**config.mk**
```make
export PLATFORM = sky130hd
export DESIGN_NAME = hazard_ctrl
export DESIGN_NICKNAME = d
export VERILOG_FILES = /design/src/rtl/hazard_ctrl.sv
export SDC_FILE = /design/constraint.sdc
export NUM_CORES = 1
export LEC_CHECK = 0
export CORE_AREA = 10 10 82 84
export CTS_CLUSTER_DIAMETER = 40
export DETAILED_ROUTE_END_ITERATION = 8
export DIE_AREA = 0 0 92 94
export PLACE_DENSITY = 0.6
export SETUP_SLACK_MARGIN = 0.4
export SYNTH_ARGS = -nofsm -noshare
export SYNTH_HDL_FRONTEND = slang
export SYNTH_SLANG_ARGS = --single-unit
```
**constraint.sdc**
```tcl
create_clock -name clk -period 2.2 [get_ports clk]
set_input_delay 0.33 -clock clk [delete_from_list [all_inputs] [get_ports clk]]
set_output_delay 0.33 -clock clk [all_outputs]
set_load 0.01 [all_outputs]
```
**src/rtl/hazard_ctrl.sv**
```systemverilog
// Decode-side hazard/sequencing controller: two-entry EX/MEM destination scoreboard,
// stall/bubble/flush generation, memory-busy freeze, HALT drain and stall-cycle counter.
module hazard_ctrl (
  input  logic        clk,
  input  logic        rst,
  input  logic        id_valid,
  input  logic        id_rs_used,
  input  logic [2:0]  id_rs,
  input  logic        id_rt_used,
  input  logic [2:0]  id_rt,
  input  logic        id_wr_en,
  input  logic [2:0]  id_rd,
  input  logic        id_sel_pc_new,
  input  logic        id_halt,
  input  logic        mem_busy,
  output logic        stall,
  output logic        id_ex_bubble,
  output logic        if_id_flush,
  output logic        freeze,
  output logic        halted,
  output logic [15:0] stall_cnt
);

  localparam logic [1:0] S_RUN    = 2'd0;
  localparam logic [1:0] S_DRAIN  = 2'd1;
  localparam logic [1:0] S_HALTED = 2'd2;

  logic [1:0] state;
  logic       ex_v, mem_v;
  logic [2:0] ex_rd, mem_rd;
  logic       rs_match, rt_match, haz;

  // Only EX and MEM producers matter; a WB write is bypassed inside the register file.
  assign rs_match = (ex_v & (ex_rd == id_rs)) | (mem_v & (mem_rd == id_rs));
  assign rt_match = (ex_v & (ex_rd == id_rt)) | (mem_v & (mem_rd == id_rt));
  assign haz      = id_valid & ((id_rs_used & rs_match) | (id_rt_used & rt_match));

  assign freeze       = mem_busy & ~rst;
  assign stall        = ~rst & (freeze | haz | (state != S_RUN) | (id_valid & id_halt));
  assign id_ex_bubble = ~rst & ~freeze & (stall | ~id_valid);
  assign if_id_flush  = ~rst & id_valid & id_sel_pc_new & ~stall & ~freeze;
  // Gated so every single-bit output reads 0 while reset is held.
  assign halted       = ~rst & (state == S_HALTED);

  always_ff @(posedge clk) begin
    if (rst) begin
      state  <= S_RUN;
      ex_v   <= 1'b0;
      ex_rd  <= 3'd0;
      mem_v  <= 1'b0;
      mem_rd <= 3'd0;
    end else begin
      if (!freeze) begin
        mem_v  <= ex_v;
        mem_rd <= ex_rd;
        ex_v   <= id_valid & id_wr_en & ~id_ex_bubble & ~id_halt;
        ex_rd  <= id_rd;
      end
      case (state)
        S_RUN:    if (id_valid & id_halt & ~haz & ~mem_busy) state <= S_DRAIN;
        S_DRAIN:  if (~ex_v & ~mem_v & ~mem_busy) state <= S_HALTED;
        S_HALTED: state <= S_HALTED;
        default:  state <= S_RUN;
      endcase
    end
  end

  always_ff @(posedge clk) begin
    if (rst)
      stall_cnt <= 16'd0;
    else if ((state != S_HALTED) && (stall | freeze) && (stall_cnt != 16'hFFFF))
      stall_cnt <= stall_cnt + 16'd1;
  end

endmodule

```
---- Word level (Yosys, flattened, before mapping) ----
Cells that the tools add are included.
word-level totals
  logic and storage cells ................. 67
  register bits after elaboration ......... 26
  input port bits ......................... 18
operators by class
  reductions and logical operators ........ 5
  eq/ne operators ......................... 10
  bitwise operators ....................... 42
  add/subtract/negate cells ............... 1
  multiplexer cells ....................... 3
operator list
  kind                     count
  $and A1 B1 Y1            24
  $add A16 B1 Y16 const B  1
  $ne A16 B16 Y1 const B   1
  $eq A3 B3 Y1             4
  $not A1 Y1               10
  $or A1 B1 Y1             8
  $ne A2 B2 Y1 const B     3
  $pmux W2 S3              1
  $mux W2                  2
  $eq A2 B1 Y1 const B     1
  $eq A2 B2 Y1 const B     1
  $logic_and A1 B1 Y1      2
  $logic_not A2 Y1         1
  $reduce_and A2 Y1        1
  $reduce_bool A2 Y1       1

---- Depth between registers and ports, before layout ----
  word-level depth ........................ 15
  depth in mapped cells ................... 9
  mapped depth without buffers ............ 8

---- Least setup slack after synthesis ----
OpenSTA, ideal clock, no wires.
  path kind ............................... reg-to-reg
  start point ............................. reg stall_cnt[0]
  end point ............................... reg stall_cnt[9]
  stages on the path, launching flop included .. 9
  required time ........................... 2.079 ns
  arrival ................................. 2.055 ns
  setup slack ............................. 0.024 ns
  path buffers ............................ 1
  clock period less this slack ............ 2.176 ns
  cell sequence ........................... dfxtp_1 -> ha_1 -> and3_1 -> and3_1 -> buf_6 -> a31oi_4 -> nand2_4 -> nor4b_1 -> mux2_2
on the way
  cells in the longest elaborated chain, start to end .. 2
  elaborated cells on any way between the ends .. 3
  those cells by class .................... 1 x add/sub; 1 x eq/ne; 1 x reduce/logical
RTL lines
  what                                                                     line  text
  start, declared                                                          21    output logic [15:0] stall_cnt
  start signal, assigned                                                   72    stall_cnt <= stall_cnt + 16'd1;
  parallel branches: the longest is 2 deep, another holds $add A16 B1 Y16  -
Parallel ways; which one is timed is not known.
A chain may end at the register's enable or synchronous reset.

---- Worst setup path in the final report ----
  start point ............................. reg ex_rd[2]
  end point ............................... out if_id_flush
on the way
  cells in the longest elaborated chain, start to end .. 13
  elaborated cells on any way between the ends .. 17
  those cells by class .................... 2 x eq/ne; 15 x bitwise
RTL lines
  what                              line    text
  start, declared                   30      logic [2:0] ex_rd, mem_rd;
  start signal, assigned            57      ex_rd <= id_rd;
  $eq A3 B3 Y1 (on tied branches)   34, 35
  $and A1 B1 Y1 (on tied branches)  34, 35
  $or A1 B1 Y1 (on tied branches)   34, 35
  $and A1 B1 Y1                     36      assign haz = id_valid & ((id_rs_used & rs_match) | (id_rt_used & rt_match));
  $or A1 B1 Y1 *                    36
  $and A1 B1 Y1 *                   36
  $or A1 B1 Y1 * (3 in a row)       39      assign stall = ~rst & (freeze | haz | (state != S_RUN) | (id_valid & id_halt));
  $and A1 B1 Y1 *                   39
  $not A1 Y1 *                      41      assign if_id_flush = ~rst & id_valid & id_sel_pc_new & ~stall & ~freeze;
  $and A1 B1 Y1 * (2 in a row)      41
  end, declared                     18      output logic if_id_flush,
Every way passes the cells marked *; elsewhere a longest branch is shown, timed or not.

==> results.yml <==
outcome:
  status: "complete, no violations"
logic_synthesis:
  ys_warn_count: 0
  synth_top_area_share_pct: 34.47
  yosys_register_bits: 26
  synth_nets: 191
  syn_inst: 169
  async_reset_ff_share_pct: 0
  ys_seq_area_share_pct: 34.47
  yosys-top-cells-count: "dfxtp_1, nor2_1, xnor2_1"
  synth_area_leader_cell: "dfxtp_1"
  synth_area_sq_mm: 0.001510
  synth_edf_count: 0
  yosysMostFrequentCell: "dfxtp_1"
  synth.avg_cell_area_sq_um: 8.936
  ys.flop_type: "dfxtp_1"
  synth_area_leaders: "dfxtp_1, xnor2_1, mux2i_1, nand4_1, o31ai_1"
  yosysUniqueCellTypes: 41
floorplan:
  io_pins: 39
  start_util_pct: 29.76
  core_sq_mm: 0.005075
  die_h_um: 94
  die_area_sq_mm: 0.008648
  die_x_um: 92
  rows: 26
layout:
  area_growth_pct: 69.35
  post-route-util_pct: 50.39
  nFillCells: 502
  drive_above_1_share_pct: 37.45
  fin_area_sq_mm: 0.002557
  instances_no_fill: 313
  diodes: 0
  final_nets: 266
power_and_ir_drop:
  ir_worst_vdd_v: 0.0003074
  leakagePower_nw: 0.9680
  power_density_mw_per_mm2: 460.2
clock_network:
  holdBufCountCts: 0
  insertion_delay_ns: 0.27
  clockBufferDepth: 2
  cts_sinks: 26
  cts_tree: "done"
  clk_pin_slew_worst_paths_ns: 0.10
  cts_root_buffer: "clkbuf_8"
  cts_max_level: 1
  cts_buffers: 3
grt:
  gr-total-overflow: 0
  grt_pass1_vias: 1634
  grt_pass1_wl_mm: 7.665
  grt_max_degree: 16
  antenna_found_initial: 0
  grt.total_usage_pct: 10.56
placed_design:
  gp_congestion: 0.7722
  dpl_cell_area_sq_mm: 0.002138
  placedCellCount: 290
  dpl.hpwl_mm: 3.228
  io_buffers: 38
worst_hold_path:
  holdPathEnd: "stall_cnt[11]"
  holdPathStages: 2
  hp-start: "stall_cnt[11]"
  hold_class: "reg2reg"
worst_setup_path:
  critPathKind: "reg2out"
  crit_buf_inv: 1
  crit_family: "simple AND/OR/NAND/NOR gates"
  worstPathCellList: "xnor2_2 > nand4_1 > a21boi_2 > nor4_4 > and4_4 > buf_6"
  start_kind: "flop"
  required_ns: 1.87
  arrival_ns: 1.70
  timing.rr.end: "stall_cnt[9]"
  cp_slowest_cell: "dfxtp_4"
  worstPathMaxFanout: 4
  worstRegToRegCells: 8
  worst-r2r-setup-slack_ns: 0.21
  critPathMaxStageDelay_ns: 0.37
  r2r_start: "ex_rd[2]"
  cp-end-kind: "primary output"
timing:
  timing.hold.ws_ns: 0.5227
  relSlewSlack_pct: 70.21
  setup_viol: 0
  min_period_ns: 2.034
  rsz0062_at_grt: "yes"
  fin_skew_ns: 0.007320
  tightest_slew_ns: 0.4422
  max_freq_mhz: 491.6
  period_share_pct: 92.47
  setup_tns_ns: 0
  maxSlewViolCount: 0
  hold_viol_final: 0
routing:
  vias: 1542
  wl_met3_um: 275
  drc: 0
  top_layer: "met4"
  routedLengthMet1_mm: 2.039
  firstDrtPassIters: 4
  wl_per_cell_um: 14.20
  vias_per_cell: 4.927
  drtIter0Drc: 36
  wl_met2_mm: 2.080
  finalWirelength_mm: 4.444
  ant_nets: 0
flow_run:
  cap_viol_max_count: 0
## logic make-up after synthesis
kind of cell               count (synthesis)  share of synthesized area [%]
and+or+nand+nor                           65                          25.19
DFF                                       26                          34.47
adders and majority gates                  4                          3.314
buffers and inverters                     12                          4.556
xor gates and xnor gates                  12                          6.959
AOI/OAI and AO/OA                         42                          20.13
muxes                                      8                          5.385
## routing by layer
| layer | up-vias | global-route usage, % |
|---|---|---|
| met1 | 707 | 12.11 |
| met3 | 6 | 3.597 |
| li1 | 794 | - |
| met2 | 35 | 18.00 |
| met5 | - | 0 |
| met4 | 0 | 3.470 |
## area by class of cell
class,count,area (sq um),area share (%)
tap,70,87.58,3.425
inverter,3,11.26,0.4403
clock buffer,3,41.29,1.614
timing repair buffer,79,763.2,29.84
multi-input combinational,131,1079,42.17
sequential,26,545.5,21.33
clock inverter,1,30.03,1.174
## power by group
part | internal (mW) | switching [mW]
clock network | 0.243 | 0.152
registers | 0.487 | 0.0181
logic | 0.164 | 0.112
total | 0.894 | 0.283
## worst max path at each step
stage,start,to,cells past startpoint,slack [ns]
floorplan,stall_cnt[0],stall_cnt[9],8,0.18
global placement,id_rs[0],stall,7,-0.45
detailed placement,id_rt[1],if_id_flush,7,-0.45
CTS,mem_rd[2],if_id_flush,6,0.20
global route,mem_rd[2],if_id_flush,6,0.07
finish,ex_rd[2],if_id_flush,6,0.17
## cell usage in the layout (no fill, tap or decap), types with 3 or more instances in the layout
cell type,instances
a21oi_1,9
nand3_1,4
dfxtp_1,16
buf_4,26
or3_1,5
nor2b_1,3
nand4_1,10
dfxtp_4,5
xnor2_2,5
xnor2_1,7
clkdlybuf4s50_1,25
and3_4,3
o31ai_1,8
dfxtp_2,5
buf_6,14
clkbuf_8,3
dlygate4sd2_1,8
nor2_1,12
or4_1,4
mux2i_1,7
o21ai_0,6
o211ai_1,5
nand2_1,6
## worst min-delay path, delay by kind of cell (launching register included)
family / cells / cell delay (ns)
flops: 1 / 0.35
compound gates: 2 / 0.13
## per-stage QoR
stage | setup WS (ns) | power [mW]
6_report | 0.1657 | 1.177
5_1_grt | 0.06784 | 1.237
4_1_cts | 0.2037 | 1.191
3_5_place_dp | -0.4531 | 0.7231
3_3_place_gp | -0.4465 | 0.7220
2_1_floorplan | 0.1804 | 0.6199
## sequential cells by signal (all words and copies together), names as in the netlist
signal and count:
stall_cnt 16, ex_rd 3, mem_rd 3, state 2, ex_v 1, mem_v 1
## timing repair
item,in CTS,in global routing
buffers inserted,17,1
gates cloned,1,0
setup endpoints to repair,20,22
pin swaps,24,8
gates resized for setup,65,12
Note: power is estimated with default switching activity, not from simulation.
